`config.mk`:
```
export PLATFORM = sky130hd
export DESIGN_NAME = complement_display_ctrl
export DESIGN_NICKNAME = d
export VERILOG_FILES = /design/src/rtl/complement_display_ctrl.sv
export SDC_FILE = /design/constraint.sdc
export NUM_CORES = 1
export LEC_CHECK = 0
export ABC_AREA = 1
export BUFFER_PORTS_ARGS = -buffer_cell sky130_fd_sc_hd__buf_2
export CAP_MARGIN = 10
export CELL_PAD_IN_SITES_DETAIL_PLACEMENT = 1
export CELL_PAD_IN_SITES_GLOBAL_PLACEMENT = 1
export CORE_MARGIN = 4
export CORE_UTILIZATION = 47
export CTS_BUF_LIST = sky130_fd_sc_hd__clkbuf_4
export DETAILED_ROUTE_END_ITERATION = 10
export GPL_ROUTABILITY_DRIVEN = 0
export HOLD_SLACK_MARGIN = 0.06
export PLACE_DENSITY = 0.92
export SLEW_MARGIN = 20
export SYNTH_ARGS = -nofsm -noshare
export SYNTH_HDL_FRONTEND = slang
export SYNTH_SLANG_ARGS = --single-unit
export TNS_END_PERCENT = 5
```
`constraint.sdc`:
```
create_clock -name CLOCK_50 -period 2 [get_ports CLOCK_50]
set_input_delay 0.2 -clock CLOCK_50 [delete_from_list [all_inputs] [get_ports CLOCK_50]]
set_output_delay 0.2 -clock CLOCK_50 [all_outputs]
set_load 0.01 [all_outputs]
```
`src/rtl/complement_display_ctrl.sv`:
```
// Switch value -> RAW / ones' / two's complement / signed-magnitude on active-low 7-seg digits.
// Two debounced keys step the display mode and freeze/unfreeze the sampled switch value.
module complement_display_ctrl #(
    parameter int unsigned IN_W            = 10,
    parameter int unsigned N_DIGITS        = 4,
    parameter int unsigned DEBOUNCE_CYCLES = 500000
) (
    input  logic                  CLOCK_50,
    input  logic                  RESET_N,
    input  logic [IN_W-1:0]       SW,
    input  logic [1:0]            KEY,
    output logic [7*N_DIGITS-1:0] HEX,
    output logic [1:0]            MODE,
    output logic                  FROZEN
);

    localparam int unsigned W     = 4 * N_DIGITS;
    localparam int unsigned CNT_W = $clog2(DEBOUNCE_CYCLES);
    localparam logic [CNT_W-1:0] CNT_MAX = CNT_W'(DEBOUNCE_CYCLES - 1);

    typedef enum logic [1:0] {
        ModeRaw  = 2'd0,
        ModeC1   = 2'd1,
        ModeC2   = 2'd2,
        ModeSmag = 2'd3
    } mode_e;

    function automatic logic [6:0] glyph(input logic [3:0] nib);
        logic [6:0] seg;
        case (nib)
            4'h0: seg = 7'h40;
            4'h1: seg = 7'h79;
            4'h2: seg = 7'h24;
            4'h3: seg = 7'h30;
            4'h4: seg = 7'h19;
            4'h5: seg = 7'h12;
            4'h6: seg = 7'h02;
            4'h7: seg = 7'h78;
            4'h8: seg = 7'h00;
            4'h9: seg = 7'h10;
            4'hA: seg = 7'h08;
            4'hB: seg = 7'h03;
            4'hC: seg = 7'h46;
            4'hD: seg = 7'h21;
            4'hE: seg = 7'h06;
            default: seg = 7'h0E;
        endcase
        return seg;
    endfunction

    // Key path state
    logic [1:0]       key_s1_q, key_s2_q;
    logic [1:0]       acc_q, acc_d;
    logic [1:0]       arm_q, arm_d;
    logic [1:0]       vld_q;
    logic [1:0]       press;
    logic [CNT_W-1:0] cnt_q [2];
    logic [CNT_W-1:0] cnt_d [2];

    // Control and datapath state
    mode_e            mode_q, mode_d;
    logic             frozen_q, frozen_d;
    logic [IN_W-1:0]  val_q, val_d;
    logic [W-1:0]     res_q, res_d;
    logic             smag_q, smag_d;
    logic             neg_q, neg_d;
    logic [7*N_DIGITS-1:0] hex_q, hex_d;

    logic [W-1:0] ext, sext;

    // arm: a key must be seen released after reset before it may generate a press.
    always_comb begin
        acc_d = acc_q;
        cnt_d = cnt_q;
        press = '0;
        arm_d = arm_q | ({2{vld_q[1]}} & key_s2_q);
        for (int i = 0; i < 2; i++) begin
            if (key_s2_q[i] == acc_q[i]) begin
                cnt_d[i] = '0;
            end else if (cnt_q[i] == CNT_MAX) begin
                acc_d[i] = key_s2_q[i];
                cnt_d[i] = '0;
                press[i] = ~key_s2_q[i] & arm_q[i];
            end else begin
                cnt_d[i] = cnt_q[i] + CNT_W'(1);
            end
        end
    end

    always_comb begin
        mode_d   = press[0] ? mode_e'(mode_q + 2'd1) : mode_q;
        frozen_d = press[1] ? ~frozen_q : frozen_q;
        val_d    = frozen_q ? val_q : SW;
    end

    assign ext  = W'(val_q);
    assign sext = {{(W-IN_W){val_q[IN_W-1]}}, val_q};

    always_comb begin
        res_d  = ext;
        smag_d = 1'b0;
        neg_d  = 1'b0;
        unique case (mode_q)
            ModeRaw: res_d = ext;
            ModeC1:  res_d = ~ext;
            ModeC2:  res_d = ~ext + W'(1);
            ModeSmag: begin
                smag_d = 1'b1;
                neg_d  = val_q[IN_W-1];
                res_d  = val_q[IN_W-1] ? (W'(0) - sext) : ext;
            end
            default: res_d = ext;
        endcase
    end

    always_comb begin
        hex_d = '1;
        for (int i = 0; i < int'(N_DIGITS); i++) begin
            hex_d[7*i +: 7] = glyph(res_q[4*i +: 4]);
        end
        if (smag_q) begin
            hex_d[7*(N_DIGITS-1) +: 7] = neg_q ? 7'b0111111 : 7'h7F;
        end
    end

    always_ff @(posedge CLOCK_50 or negedge RESET_N) begin
        if (!RESET_N) begin
            key_s1_q <= 2'b11;
            key_s2_q <= 2'b11;
            vld_q    <= 2'b00;
            acc_q    <= 2'b11;
            arm_q    <= 2'b00;
            cnt_q[0] <= '0;
            cnt_q[1] <= '0;
            mode_q   <= ModeRaw;
            frozen_q <= 1'b0;
            val_q    <= '0;
            res_q    <= '0;
            smag_q   <= 1'b0;
            neg_q    <= 1'b0;
            hex_q    <= '1;
        end else begin
            key_s1_q <= KEY;
            key_s2_q <= key_s1_q;
            vld_q    <= {vld_q[0], 1'b1};
            acc_q    <= acc_d;
            arm_q    <= arm_d;
            cnt_q    <= cnt_d;
            mode_q   <= mode_d;
            frozen_q <= frozen_d;
            val_q    <= val_d;
            res_q    <= res_d;
            smag_q   <= smag_d;
            neg_q    <= neg_d;
            hex_q    <= hex_d;
        end
    end

    assign HEX    = hex_q;
    assign MODE   = mode_q;
    assign FROZEN = frozen_q;

endmodule

```
* Yosys cells after proc, flatten, opt, wreduce, memory -nomap -nowiden
Memories as Yosys holds them, arrays and structs flattened. A register that Yosys moved wholly into a read port is not among the register bits.
Index checks and enable logic that the tools add are counted.
** Word-level totals
- Memory bits (read-only) :: 448
- Flip-flop bits (word level) :: 107
- Output and inout port bits :: 31
- Input port bits :: 14
- Memories :: 4
** Memories
- (no name shown) :: words 16, width 7, rd ports 1, clocked after memory_dff 1, wr ports 0, RTL line 30 : case (nib)
- (no name shown) :: words 16, width 7, rd ports 1, clocked after memory_dff 1, wr ports 0, RTL line 30
- (no name shown) :: words 16, width 7, rd ports 1, clocked after memory_dff 1, wr ports 0, RTL line 30
- (no name shown) :: words 16, width 7, rd ports 1, clocked after memory_dff 0, wr ports 0, RTL line 30
** Cells by class
- Equality and inequality tests :: 7
- Multiplexer cells :: 14
- Bitwise operators :: 10
- Reduce and logical (&&, ||, !) cells :: 6
- Add/subtract/negate cells :: 5
** Operators with widths (number)
- $mux W19 :: 4
- $pmux W16 S4 :: 1
- $add A19 B1 Y19 const B :: 2
- $eq A19 B19 Y1 const B :: 2
- $add A16 B1 Y16 const B :: 1
- $mux W16 :: 1
- $not A10 Y16 :: 1
- $mux W7 :: 2
- $sub A1 B10 Y11 const A :: 1
- $mux W1 :: 6
- $not A1 Y1 :: 5
- $eq A2 B2 Y1 const B :: 2
- $reduce_and A2 Y1 :: 2
- $logic_not A1 Y1 :: 3
- $add A2 B1 Y2 const B :: 1
- $and A1 B1 Y1 :: 2
- $and A2 B2 Y2 :: 1
- $eq A1 B1 Y1 :: 2
- $eq A2 B1 Y1 const B :: 1
- $logic_not A2 Y1 :: 1
- $or A2 B2 Y2 :: 1

* Logic depth before layout (Yosys ltp)
- Word-level depth :: 4
- Depth in mapped cells :: 10
- Depth with buffers taken out :: 10

* Worst setup path before layout
No wires, ideal clock.
- Path kind :: register -> register
- From :: register val_q[2]
- To :: register res_q[9]
- Stages on the path, launching flop included :: 10
- Clock period less this slack :: 1.518 ns
- Data required time :: 1.913 ns
- Path buffers :: 0
- Arrival time :: 1.431 ns
- Setup slack :: 0.482 ns
- Path through :: dfrtp_1 -> inv_1 -> nand3_1 -> inv_1 -> nand3_1 -> nor4_1 -> ha_1 -> nor2_1 -> a21oi_1 -> a22oi_1
** Between the ends
- Cells in the longest elaborated chain, start to end :: 3
- Elaborated cells between the ends (all ways) :: 5
** RTL lines
- start, declared :: RTL line 63 : logic [IN_W-1:0] val_q, val_d;
- start signal, assigned :: RTL line 151 : val_q <= val_d;
- $not A10 Y16 / $sub A1 B10 Y11 (equally long branches) :: RTL line 106, 110
- $add A16 B1 Y16 / $mux W16 (equally long branches) :: RTL line 106, 110
- $pmux W16 S4 (*) :: RTL line 103 : unique case (mode_q)
- net res_d[9] :: RTL line 64 : logic [W-1:0] res_q, res_d;
- end signal, assigned :: RTL line 152 : res_q <= res_d;
- end, declared :: RTL line 64
The timed path passes the listed nets; every way through them passes the cells marked *.
A chain may end at the register's enable or synchronous reset.

* Worst setup path after layout
- From :: register val_q[1]
- To :: register res_q[9]
Same word-level chain as after synthesis.

==> flow_summary.yaml <==
outcome:
  run_status: "finished, final reports clean"
clock_tree:
  cts_repair_resize_count: 0
  post_cts_hold_buffer_count: 13
  tritoncts_clock_tree: "yes"
  cts_buffer_depth: 2
  cts_max_level: 3
  cts_buffers: 9
  cts.sink_count: 107
  post-cts-setup-buffer-count: 0
  clock_transition_at_the_registers_of_the_reported_paths_ns: 0.17
  worstSkewPairLatency_ns: 0.48
  clockRootBuffer: "sky130_fd_sc_hd__clkbuf_4"
power:
  power-per-cell-area_nw_per_um2: 606.4
  fin_total_pwr_mw: 3.973
  vdd_ir_drop_max_mv: 0.2804
  power_leakage_nw: 3.161
critical_path:
  cp_cell_sequence: "inv_1 -> nand3_1 -> inv_1 -> nand3_1 -> nor4_1 -> ha_1 -> nor2_1 -> a21oi_1 -> a22oi_1"
  critical_path_required_ns: 2.40
  worstReg2RegEnd: "res_q[9]"
  regToRegStartpoint: "val_q[1]"
  setup.worst_path.start_class: "flop"
  timing.setup.critical_path_class: "reg2reg"
  crit_buf_inv: 2
  worst_path_maximum_fanout: 6
  slowest_delay_ns: 0.40
  critical_path.endpoint_type: "flop"
  worst_reg_to_reg_cells: 9
  slowest_stage: "sky130_fd_sc_hd__dfrtp_1"
  arrival_ns: 2.20
  critPathTopFamily: "simple AND/OR/NAND/NOR gates"
  reg2reg_slack_ns: 0.20
  critical_path_cell_count: 9
sta:
  timing.final.crit_period_ns: 1.800
  final-max-slew-violation-count: 0
  period_share: 0.9000
  fin_tns_setup_ns: 0
  clock_skew_ns: 0.02536
  setup_viol: 0
  upper_clock_frequency_limit_mhz: 555.5
  rsz_0062_raised_after_global_routing: "no"
  finalHoldViolations: 0
  tightestPinTransition_ns: 0.5968
  max-slew-margin-rel: 0.6002
global_route:
  grt_pass1_wl_um: 25860
  first_global_vias: 5527
  global_route.overflow_total: 0
  grt.total_usage: 0.2244
  antenna_found_initial: 0
  grt_start_max_net_pins: 55
floorplanning:
  floorplan.io_pins: 45
  coreArea_sq_um: 12060
  die_height_um: 119.0
  initial_utilization: 0.4804
  floorplan.die_area_sq_um: 14170
  row_count: 40
  die_w_um: 119.0
cells_and_area:
  post_route_cells_drive_above_1_share: 0.1526
  final_nets: 835
  final-instance-count-excl-fill: 961
  syn_to_final_growth_pct: 13.09
  num_antenna_cells: 0
placed_design:
  placed_cells: 932
  io_buffer_count: 44
  dp.final_hpwl_um: 11240
drt:
  post_drt_via_cell_ratio: 5.216
  routedWlPerCell_um: 15.32
  drc: 0
  ant_nets: 0
  drt_first_iter_violations: 245
  detail_route.wirelength_um: 14720
  vias: 5013
  drt_pass1_iterations: 6
synthesis:
  synth_fp_nets: 769
  syn_inst: 722
  postSynth.asyncResetShare: 1.000
  synth_enable_flop_cells: 0
  syn_avg_cell_area_sq_um: 8.025
  synthFlopType: "sky130_fd_sc_hd__dfrtp_1"
  mappedNetlistArea_sq_um: 5794
  ys_types: 39
  synth-seq-cells: 107
  synth-seq-area-share: 0.4694
  ys.warnings.count: 0
job:
  maxCapViolCount: 0
hold_path:
  hold_path.class: "in2async"
logic make-up (layout without fill, tap and decap cells):
family / Yosys count / count (layout) / synth area share
other cells: 1 / 1 / 0.0006472
compound gates: 86 / 86 / 0.08486
xor+xnor: 16 / 16 / 0.02548
flops: 107 / 107 / 0.4694
buf+inv: 108 / 179 / 0.07039
simple gates: 371 / 371 / 0.2779
fa+ha+maj: 33 / 33 / 0.07126
metal layers:
layer	wire length, um	track usage	part of all wire
met1	6146	0.2560	0.42
met2	7520	0.3988	0.51
met3	427	0.03751	0.029
met5	0	0	0
met4	623	0.1217	0.042
worst max path at each step:
stage,start,endpoint,slack (ns)
after floorplan,val_q[2],res_q[9],0.48
after global placement,val_q[2],res_q[9],0.33
after detailed placement,MODE[0],res_q[6],0.24
after CTS,MODE[0],res_q[6],0.19
after global routing,MODE[0],res_q[6],0.05
final,val_q[1],res_q[9],0.20
cell usage after synthesis, types with 3 or more instances:
| library cell | n | share of area |
|---|---|---|
| sky130_fd_sc_hd__nand2_1 | 167 | 0.11 |
| sky130_fd_sc_hd__nor2_1 | 114 | 0.074 |
| sky130_fd_sc_hd__inv_1 | 97 | 0.063 |
| sky130_fd_sc_hd__dfrtp_1 | 73 | 0.32 |
| sky130_fd_sc_hd__nand3_1 | 55 | 0.048 |
| sky130_fd_sc_hd__dfstp_2 | 34 | 0.15 |
| sky130_fd_sc_hd__o21ai_0 | 34 | 0.029 |
| sky130_fd_sc_hd__ha_1 | 33 | 0.071 |
| sky130_fd_sc_hd__a21oi_1 | 28 | 0.024 |
| sky130_fd_sc_hd__xor2_1 | 13 | 0.020 |
| sky130_fd_sc_hd__nor2_2 | 8 | 0.0086 |
| sky130_fd_sc_hd__o211ai_1 | 8 | 0.010 |
| sky130_fd_sc_hd__nand4_1 | 5 | 0.0054 |
| sky130_fd_sc_hd__clkinv_1 | 4 | 0.0026 |
| sky130_fd_sc_hd__nor3_1 | 4 | 0.0035 |
| sky130_fd_sc_hd__o31ai_1 | 4 | 0.0052 |
| sky130_fd_sc_hd__a32oi_1 | 3 | 0.0045 |
| sky130_fd_sc_hd__clkbuf_1 | 3 | 0.0019 |
| sky130_fd_sc_hd__nand2_2 | 3 | 0.0032 |
| sky130_fd_sc_hd__nor2_4 | 3 | 0.0058 |
| sky130_fd_sc_hd__nor3_2 | 3 | 0.0052 |
power breakdown:
group,switching (mW),total (mW),internal (mW),leakage (nW)
clock network,0.719,1.35,0.629,0.0916
registers,0.0473,2.30,2.26,1.31
logic,0.204,0.321,0.117,1.76
cell type report:
type	instances	area [sq um]
clock buffers	9	67.56
well taps	168	210.2
repair buffers	60	387.9
flip-flops and latches	107	2720
fillers	1509	5509
clock inverters	7	113.9
inverters	103	386.6
multi-input cells	507	2666
state kept, by name, summed over array words and instances (netlist names):
name and cells:
key_s1_q 2, cnt_q 38, arm_q 2, MODE 2
vld_q 2, smag_q 1, neg_q 1, FROZEN 1
acc_q 2, HEX 28, val_q 10, res_q 16
key_s2_q 2
worst reg2reg max path: stages (launching register included):
cell	delay (ns)
sky130_fd_sc_hd__dfrtp_1	0.40
sky130_fd_sc_hd__inv_1	0.15
sky130_fd_sc_hd__nand3_1	0.16
sky130_fd_sc_hd__inv_1	0.13
sky130_fd_sc_hd__nand3_1	0.10
sky130_fd_sc_hd__nor4_1	0.19
sky130_fd_sc_hd__ha_1	0.27
sky130_fd_sc_hd__nor2_1	0.11
sky130_fd_sc_hd__a21oi_1	0.05
sky130_fd_sc_hd__a22oi_1	0.14
stage by stage:
step           area, sq um  hold slack (ns)  utilization  worst slack (ns)
4_1_cts               6553           0.1570       0.5433            0.1949
6_report              6553           0.1860       0.5433            0.1999
3_5_place_dp          6241           0.1622       0.5174            0.2357
2_1_floorplan         5794         -0.09559            -            0.4821
3_3_place_gp          6241           0.1611       0.5174            0.3339
5_1_grt               6553           0.1775       0.5433           0.05257
layout by cell type, fill, tap and decap left out, types with 13 or more instances in the layout:
cell type,count
sky130_fd_sc_hd__a21oi_1,28
sky130_fd_sc_hd__nand3_1,55
sky130_fd_sc_hd__nand2_1,167
sky130_fd_sc_hd__dlygate4sd3_1,13
sky130_fd_sc_hd__o21ai_0,34
sky130_fd_sc_hd__xor2_1,13
sky130_fd_sc_hd__dfstp_2,34
sky130_fd_sc_hd__buf_2,43
sky130_fd_sc_hd__dfrtp_1,73
sky130_fd_sc_hd__ha_1,33
sky130_fd_sc_hd__inv_1,97
sky130_fd_sc_hd__nor2_1,114
No activity file was read; power rests on OpenSTA's default activity.
